`src/rtl/regfile_dump.sv`:
```
// Debug readout engine: walks the register bank two registers per fetch and streams
// each value out over valid/ready, tagged with its index. Optional: REGDUMP_SKIP_X0_EN.
module regfile_dump #(
    parameter int NREGS = 32,
    parameter int AW    = 5,
    parameter int DW    = 32
) (
    input  logic          clk,
    input  logic          rst,
    input  logic          start,
    output logic          busy,
    output logic          done,
    output logic [AW-1:0] rf_a1,
    output logic [AW-1:0] rf_a2,
    input  logic [DW-1:0] rf_rd1,
    input  logic [DW-1:0] rf_rd2,
    output logic          m_valid,
    input  logic          m_ready,
    output logic [DW-1:0] m_data,
    output logic [AW-1:0] m_addr,
    output logic          m_last
);

    typedef enum logic [2:0] {
        S_IDLE    = 3'd0,
        S_FETCH   = 3'd1,
        S_SEND_LO = 3'd2,
        S_SEND_HI = 3'd3,
        S_DONE    = 3'd4
    } state_t;

    state_t        state_q, state_d;
    logic [AW-1:0] idx_q, idx_d;
    logic [DW-1:0] lo_q, lo_d;
    logic [DW-1:0] hi_q, hi_d;

    logic [AW-1:0] idx_plus1;
    logic          last_pair;
    logic          handshake;
    logic          first_pair;

    assign idx_plus1  = idx_q + AW'(1);
    assign last_pair  = (idx_q == AW'(NREGS - 2));
    assign handshake  = m_valid & m_ready;
    assign first_pair = (idx_q == '0);

    // State register
    always_ff @(posedge clk) begin
        if (rst) begin
            state_q <= S_IDLE;
            idx_q   <= '0;
            lo_q    <= '0;
            hi_q    <= '0;
        end else begin
            state_q <= state_d;
            idx_q   <= idx_d;
            lo_q    <= lo_d;
            hi_q    <= hi_d;
        end
    end

    // Next-state logic
    always_comb begin
        state_d = state_q;
        idx_d   = idx_q;
        lo_d    = lo_q;
        hi_d    = hi_q;
        unique case (state_q)
            S_IDLE: begin
                if (start) begin
                    idx_d   = '0;
                    state_d = S_FETCH;
                end
            end
            S_FETCH: begin
                // The pair is snapshotted here; later bank writes cannot reach it.
                lo_d = rf_rd1;
                hi_d = rf_rd2;
`ifdef REGDUMP_SKIP_X0_EN
                state_d = first_pair ? S_SEND_HI : S_SEND_LO;
`else
                state_d = S_SEND_LO;
`endif
            end
            S_SEND_LO: begin
                if (handshake) begin
                    state_d = S_SEND_HI;
                end
            end
            S_SEND_HI: begin
                if (handshake) begin
                    if (last_pair) begin
                        state_d = S_DONE;
                    end else begin
                        idx_d   = idx_q + AW'(2);
                        state_d = S_FETCH;
                    end
                end
            end
            S_DONE: begin
                state_d = S_IDLE;
            end
            default: begin
                state_d = S_IDLE;
            end
        endcase
    end

    // Output logic: everything is decoded from state so idle outputs are exactly zero.
    always_comb begin
        busy    = 1'b0;
        done    = 1'b0;
        rf_a1   = '0;
        rf_a2   = '0;
        m_valid = 1'b0;
        m_data  = '0;
        m_addr  = '0;
        m_last  = 1'b0;
        unique case (state_q)
            S_FETCH: begin
                busy  = 1'b1;
                rf_a1 = idx_q;
                rf_a2 = idx_plus1;
            end
            S_SEND_LO: begin
                busy    = 1'b1;
                m_valid = 1'b1;
                m_data  = lo_q;
                m_addr  = idx_q;
            end
            S_SEND_HI: begin
                busy    = 1'b1;
                m_valid = 1'b1;
                m_data  = hi_q;
                m_addr  = idx_plus1;
                m_last  = last_pair;
            end
            S_DONE: begin
                done = 1'b1;
            end
            default: begin
                busy = 1'b0;
            end
        endcase
    end

`ifndef REGDUMP_SKIP_X0_EN
    // first_pair only steers the skip path; keep it referenced in the default build.
    logic unused_first_pair;
    assign unused_first_pair = first_pair;
`endif

endmodule

```
`config.mk`:
```
export PLATFORM = sky130hd
export DESIGN_NAME = regfile_dump
export DESIGN_NICKNAME = d
export VERILOG_FILES = /design/src/rtl/regfile_dump.sv
export SDC_FILE = /design/constraint.sdc
export NUM_CORES = 1
export LEC_CHECK = 0
export ABC_AREA = 0
export BUFFER_PORTS_ARGS = -buffer_cell sky130_fd_sc_hd__buf_2
export CAP_MARGIN = 20
export CORE_UTILIZATION = 49
export DETAILED_ROUTE_END_ITERATION = 8
export GPL_ROUTABILITY_DRIVEN = 0
export PLACE_DENSITY = 0.78
export SLEW_MARGIN = 20
export SYNTH_ARGS = -nofsm -noshare
export SYNTH_HDL_FRONTEND = slang
export SYNTH_SLANG_ARGS = --single-unit
```
`constraint.sdc`:
```
create_clock -name clk -period 1.7 [get_ports clk]
set_input_delay 0.085 -clock clk [delete_from_list [all_inputs] [get_ports clk]]
set_output_delay 0.085 -clock clk [all_outputs]
set_load 0.1 [all_outputs]
```
After elaboration in Yosys (flattened, before gate mapping)
Index checks and enable logic that the tools add are counted.
W data, S select, Z words.
- $add $sub $neg: 2
- eq/ne operators: 9
- multiplexer cells: 17
- bitwise operators: 1
- reduce and logical (&&, ||, !) cells: 6
- operators with widths (operator ; number):
    $pmux W32 S2 ; 1
    $mux W5 ; 5
    $pmux W5 S2 ; 2
    $mux W3 ; 4
    $pmux W3 S4 ; 1
    $ne A2 B2 Y1 const B ; 4
    $eq A3 B2 Y1 const B ; 2
    $add A5 B1 Y5 const B ; 1
    $add A5 B2 Y5 const B ; 1
    $eq A5 B5 Y1 const B ; 1
    $mux W1 ; 4
    $reduce_and A4 Y1 ; 1
    $eq A3 B1 Y1 const B ; 1
    $eq A3 B3 Y1 const B ; 1
    $logic_not A3 Y1 ; 1
    $reduce_and A3 Y1 ; 1
    $reduce_or A3 Y1 ; 1
    $reduce_bool A2 Y1 ; 1
    $reduce_or A2 Y1 ; 1
    $and A1 B1 Y1 ; 1
- register bits: 72
- input port bits: 68
- output and inout bits: 51
- logic and storage cells: 39

Logic depth before layout (Yosys ltp)
- depth in word-level cells: 6
- gate-level depth with buffers: 6
- gate-level depth less buffers: 4

Least setup slack after synthesis
No wires, ideal clock.
- path type: reg2out
- start point: reg state_q[2]
- end point: out rf_a2[2]
- arrival time: 2.693 ns
- required time: 1.615 ns
- slack: -1.078 ns
- stages on the path, launching flop included: 7
- path buffers: 3
- cell sequence: dfxtp_1 buf_6 or3b_1 inv_2 buf_2 and2_1 buf_4
- longest elaborated chain between the ends: 2
- RTL lines (item ; RTL line ; RTL):
    from (decl) ; 32 ; state_t state_q, state_d;
    from (signal assigned) ; 55 ; state_q <= state_d;
    $eq A3 B1 Y1 ; 119 ; unique case (state_q)
    $mux W5 ; 119 ;
    to (decl) ; 14 ; output logic [AW-1:0] rf_a2,
Every way passes these cells.

Worst setup path in the final report
- start point: reg state_q[0]
- end point: out m_data[18]
- longest elaborated chain between the ends: 2
- elaborated cells on any way between the ends: 3
- those cells by class: 2 x eq/ne; 1 x mux
- RTL lines (item ; RTL line ; RTL):
    $eq A3 B2 Y1 ; 119 ;
    $pmux W32 S2 * ; 119 ;
    to (decl) ; 19 ; output logic [DW-1:0] m_data,
Every way passes the cells marked *; elsewhere a longest branch is shown, timed or not.

==> metrics.md <==
| Metric | Value |
|---|---|
| CTS clk-pin slew, worst paths | `0.08 ns` |
| Core box area | `6350 µm²` |
| Root buffer cell | `clkbuf_8` |
| Final hold slack | `-0.00260 ns` |
| Crit path max fanout | `39` |
| Setup CP Type | `flop to primary output` |
| TritonRoute pass-1 iters | `5` |
| Static Leak | `2.22 nW` |
| Pin count of the biggest net entering global routing | `65` |
| Area of the multi-input gates | `1940 µm²` |
| Required @ worst endpoint | `1.62 ns` |
| Vias in the first global route | `3739` |
| Met3 Use GR | `6.66%` |
| Met1 usage | `36.6%` |
| Yosys cell types | `34` |
| Slew Limit Fails | `0` |
| Slew margin rel. | `54.5%` |
| Final hold violations | `1` |
| Number of setup violations in the final report | `9` |
| Number of CTS-inserted buffers | `9` |
| Initial antenna violation count | `0` |
| Fmax | `563 MHz` |
| Post-synth EDFFs | `0` |
| Reg2reg path depth | `6` |
| Primary FF master, synth | `dfxtp_1` |
| Die width | `82.9 µm` |
| Final worst setup slack | `-0.0754 ns` |
| Seq/Total Area, Yosys | `44.3%` |
| Status | `complete, but fails checks` |
| Util after Layout | `93.0%` |
| CTS sink cnt | `71` |
| CP arrival | `1.69 ns` |
| GRT busiest layer | `met2` |
| IO Count | `119` |
| Port Buffers | `117` |
| Synth top area share | `44.3%` |
| Clk_lat worst skew | `0.36 ns` |
| Critical path launch point type | `flop` |
| Fillers | `206` |
| Final wirelength | `12600 µm` |
| Netlist Area Pre-Place | `3210 µm²` |
| Yosys reg bits | `71` |
| Met2 Use GR | `62.0%` |
| DP Wirelength | `5930 µm` |
| First-pass GRT wire length | `18100 µm` |
| Reg2Reg Setup Slack | `0.03 ns` |
| Reg-to-reg endpoint | `lo_q[11]$_SDFFE_PP0N_` |
| Drt drc | `0` |
| CTS tree | `yes` |
| Syn Area/Cell | `7.71 µm²` |
| Hold path startpoint | `rf_rd2[27]` |
| Tot GR Track Use | `33.7%` |
| Mapped Nets | `485` |
| RSZ-0062 raised after global routing | `true` |
| Fin Clk Skew | `0.0115 ns` |
| Fraction of layout instances using a drive strength above 1 | `38.2%` |
| Vias per std cell | `5.63` |
| Hold endpoint | `hi_q[27]$_SDFFE_PP0N_` |
| Placed Cells incl. Taps | `587` |
| Cell Pwr Density | `752 nW/µm²` |
| Row cnt | `29` |
| Post-Layout Cell Count | `671` |
| Crit Reg-Reg Startpoint | `state_q[0]$_SDFFE_PP0P_` |
| DRT iter0 DRCs | `297` |
| Die Y | `82.9 µm` |
| Peak VDD IR | `0.638 mV` |
| Sequential cell area | `1430 µm²` |
| Top-count cell post-synth | `nand2_1` |
| Syn Inst Count | `416` |
| Vias post-DR | `3778` |
| Final #Nets | `659` |
| DR WL/cell | `18.7 µm` |
| Hold Path Depth | `3` |
| H-tree depth reported by CTS | `3` |
| Initial Util | `50.5%` |
| Most common library cells after synthesis | `130 x nand2_1, 71 x dfxtp_1, 65 x a21oi_1` |
| Antenna-violating nets left | `0` |
| Largest area contributor in the synthesized netlist | `dfxtp_1` |
| Violated checks | `negative hold slack, negative setup slack` |
| Share of synthesized registers carrying an async set or reset | `0%` |
| Tot Pwr | `4.44 mW` |
| Hold Crit Class | `input port to flop` |
| Area growth, synth to finish | `84.0%` |
| Max cap viols | `0` |
| Synth warnings | `0` |
| Post-route clock period utilization | `104%` |
| Final min period | `1.78 ns` |
| Antenna Cells | `0` |
| Slew @ Worst Pin | `0.682 ns` |
| Clock buffer depth | `2` |
| Crit end category | `primary output` |
| Die area | `6880 µm²` |
| GRT overflow | `0` |
| Area contributors post-synth | `dfxtp_1 44%, nand2_1 15%, mux2i_1 10%, a21oi_1 10%, nor2_1 4.1%` |
==> flip-flops by register name, summed over array words and instances (netlist names) <==
| name | flops |
|---|---|
| lo_q | 32 |
| state_q | 3 |
| hi_q | 32 |
| idx_q | 4 |
==> placed cells by master (no fill, tap or decap), types with 2 or more instances in the layout <==
cell type and count:
a21oi_1 64, clkbuf_8 11, nor4_1 3, buf_16 2
dfxtp_1 68, buf_12 54, buf_4 10, buf_6 7
dlygate4sd3_1 56, nand4b_1 2, mux2i_1 17, nor2_1 3
inv_1 2, and2_4 11, buf_2 67, clkinvlp_4 3
mux2i_2 15, nor2_4 31, and3_1 3, nand4_1 2
dfxtp_2 2, nand2_1 129, nand3_1 2
==> logic make-up (layout without fill, tap and decap cells) <==
logic type	count (synthesis)	count (layout)	synth area share (%)
AND/OR/NAND/NOR	198	198	26.3
AO/OA/AOI/OAI	72	72	12.0
flip-flops	71	71	44.3
buffers and inverters	40	218	6.59
multiplexers	33	33	10.3
adder cells (fa/ha/maj)	1	1	0.390
other	1	1	0.117
==> layout make-up <==
| type | count | area share, % |
|---|---|---|
| timing repair buffer | 197 | 37.3 |
| clock inverter | 3 | 0.720 |
| multi-input combinational | 305 | 32.8 |
| clock buffer | 12 | 2.63 |
| tap | 77 | 1.63 |
| timing repair inverter | 1 | 0.127 |
| inverter | 5 | 0.636 |
| sequential | 71 | 24.2 |
==> power by group <==
| group | switching [mW] | leakage [nW] | internal [mW] |
|---|---|---|---|
| Clock | 0.648 | 0.0985 | 0.748 |
| Sequential | 0.0716 | 0.580 | 1.76 |
| Combinational | 0.710 | 1.55 | 0.501 |
==> critical path, cell delays in order (launching register included) <==
cell	delay [ns]
dfxtp_4	0.38
buf_16	0.28
mux2i_1	0.43
nor2_4	0.07
buf_12	0.18
==> through the flow <==
step           hold slack (ns)  setup WS, ns  area, µm²  setup TNS, ns
6_report              -0.00260       -0.0754       5910         -0.199
5_1_grt                0.00960        -0.103       5910         -0.699
4_1_cts                0.00325      -0.00260       5790       -0.00643
3_5_place_dp             0.331         0.111       4850              0
3_3_place_gp             0.326         0.150       4850              0
2_1_floorplan            0.221        -0.350       3490          -1.32
==> what timing repair did <==
action / in CTS / in global routing
hold buffers: 56 / 0
pin swaps: 0 / 6
gates resized for setup: 20 / 28
setup buffers: 7 / 6
endpoints found under the hold margin: 56 / 0
gates cloned: 3 / 0
endpoints found under the setup margin: 39 / 43
==> routing by layer <==
layer	vias up	wire length [µm]
li1	1703	-
met1	1789	4610
met2	240	6710
met3	46	838
met4	0	409
met5	-	0
==> how the worst max path moves through the flow <==
stage | slack [ns] | cells past startpoint | endpoint | from
6_report | -0.08 | 4 | m_data[18] | state_q[0]$_SDFFE_PP0P_
4_1_cts | -0.003 | 5 | m_data[17] | state_q[2]$_SDFFE_PP0P_
5_1_grt | -0.10 | 4 | m_data[18] | state_q[0]$_SDFFE_PP0P_
2_1_floorplan | -0.35 | 4 | m_data[19] | state_q[0]$_SDFFE_PP0P_
3_5_place_dp | 0.11 | 5 | lo_q[22]$_SDFFE_PP0N_ | state_q[0]$_SDFFE_PP0P_
3_3_place_gp | 0.15 | 5 | m_data[9] | state_q[2]$_SDFFE_PP0P_
Power figures use the tool's default switching activity.
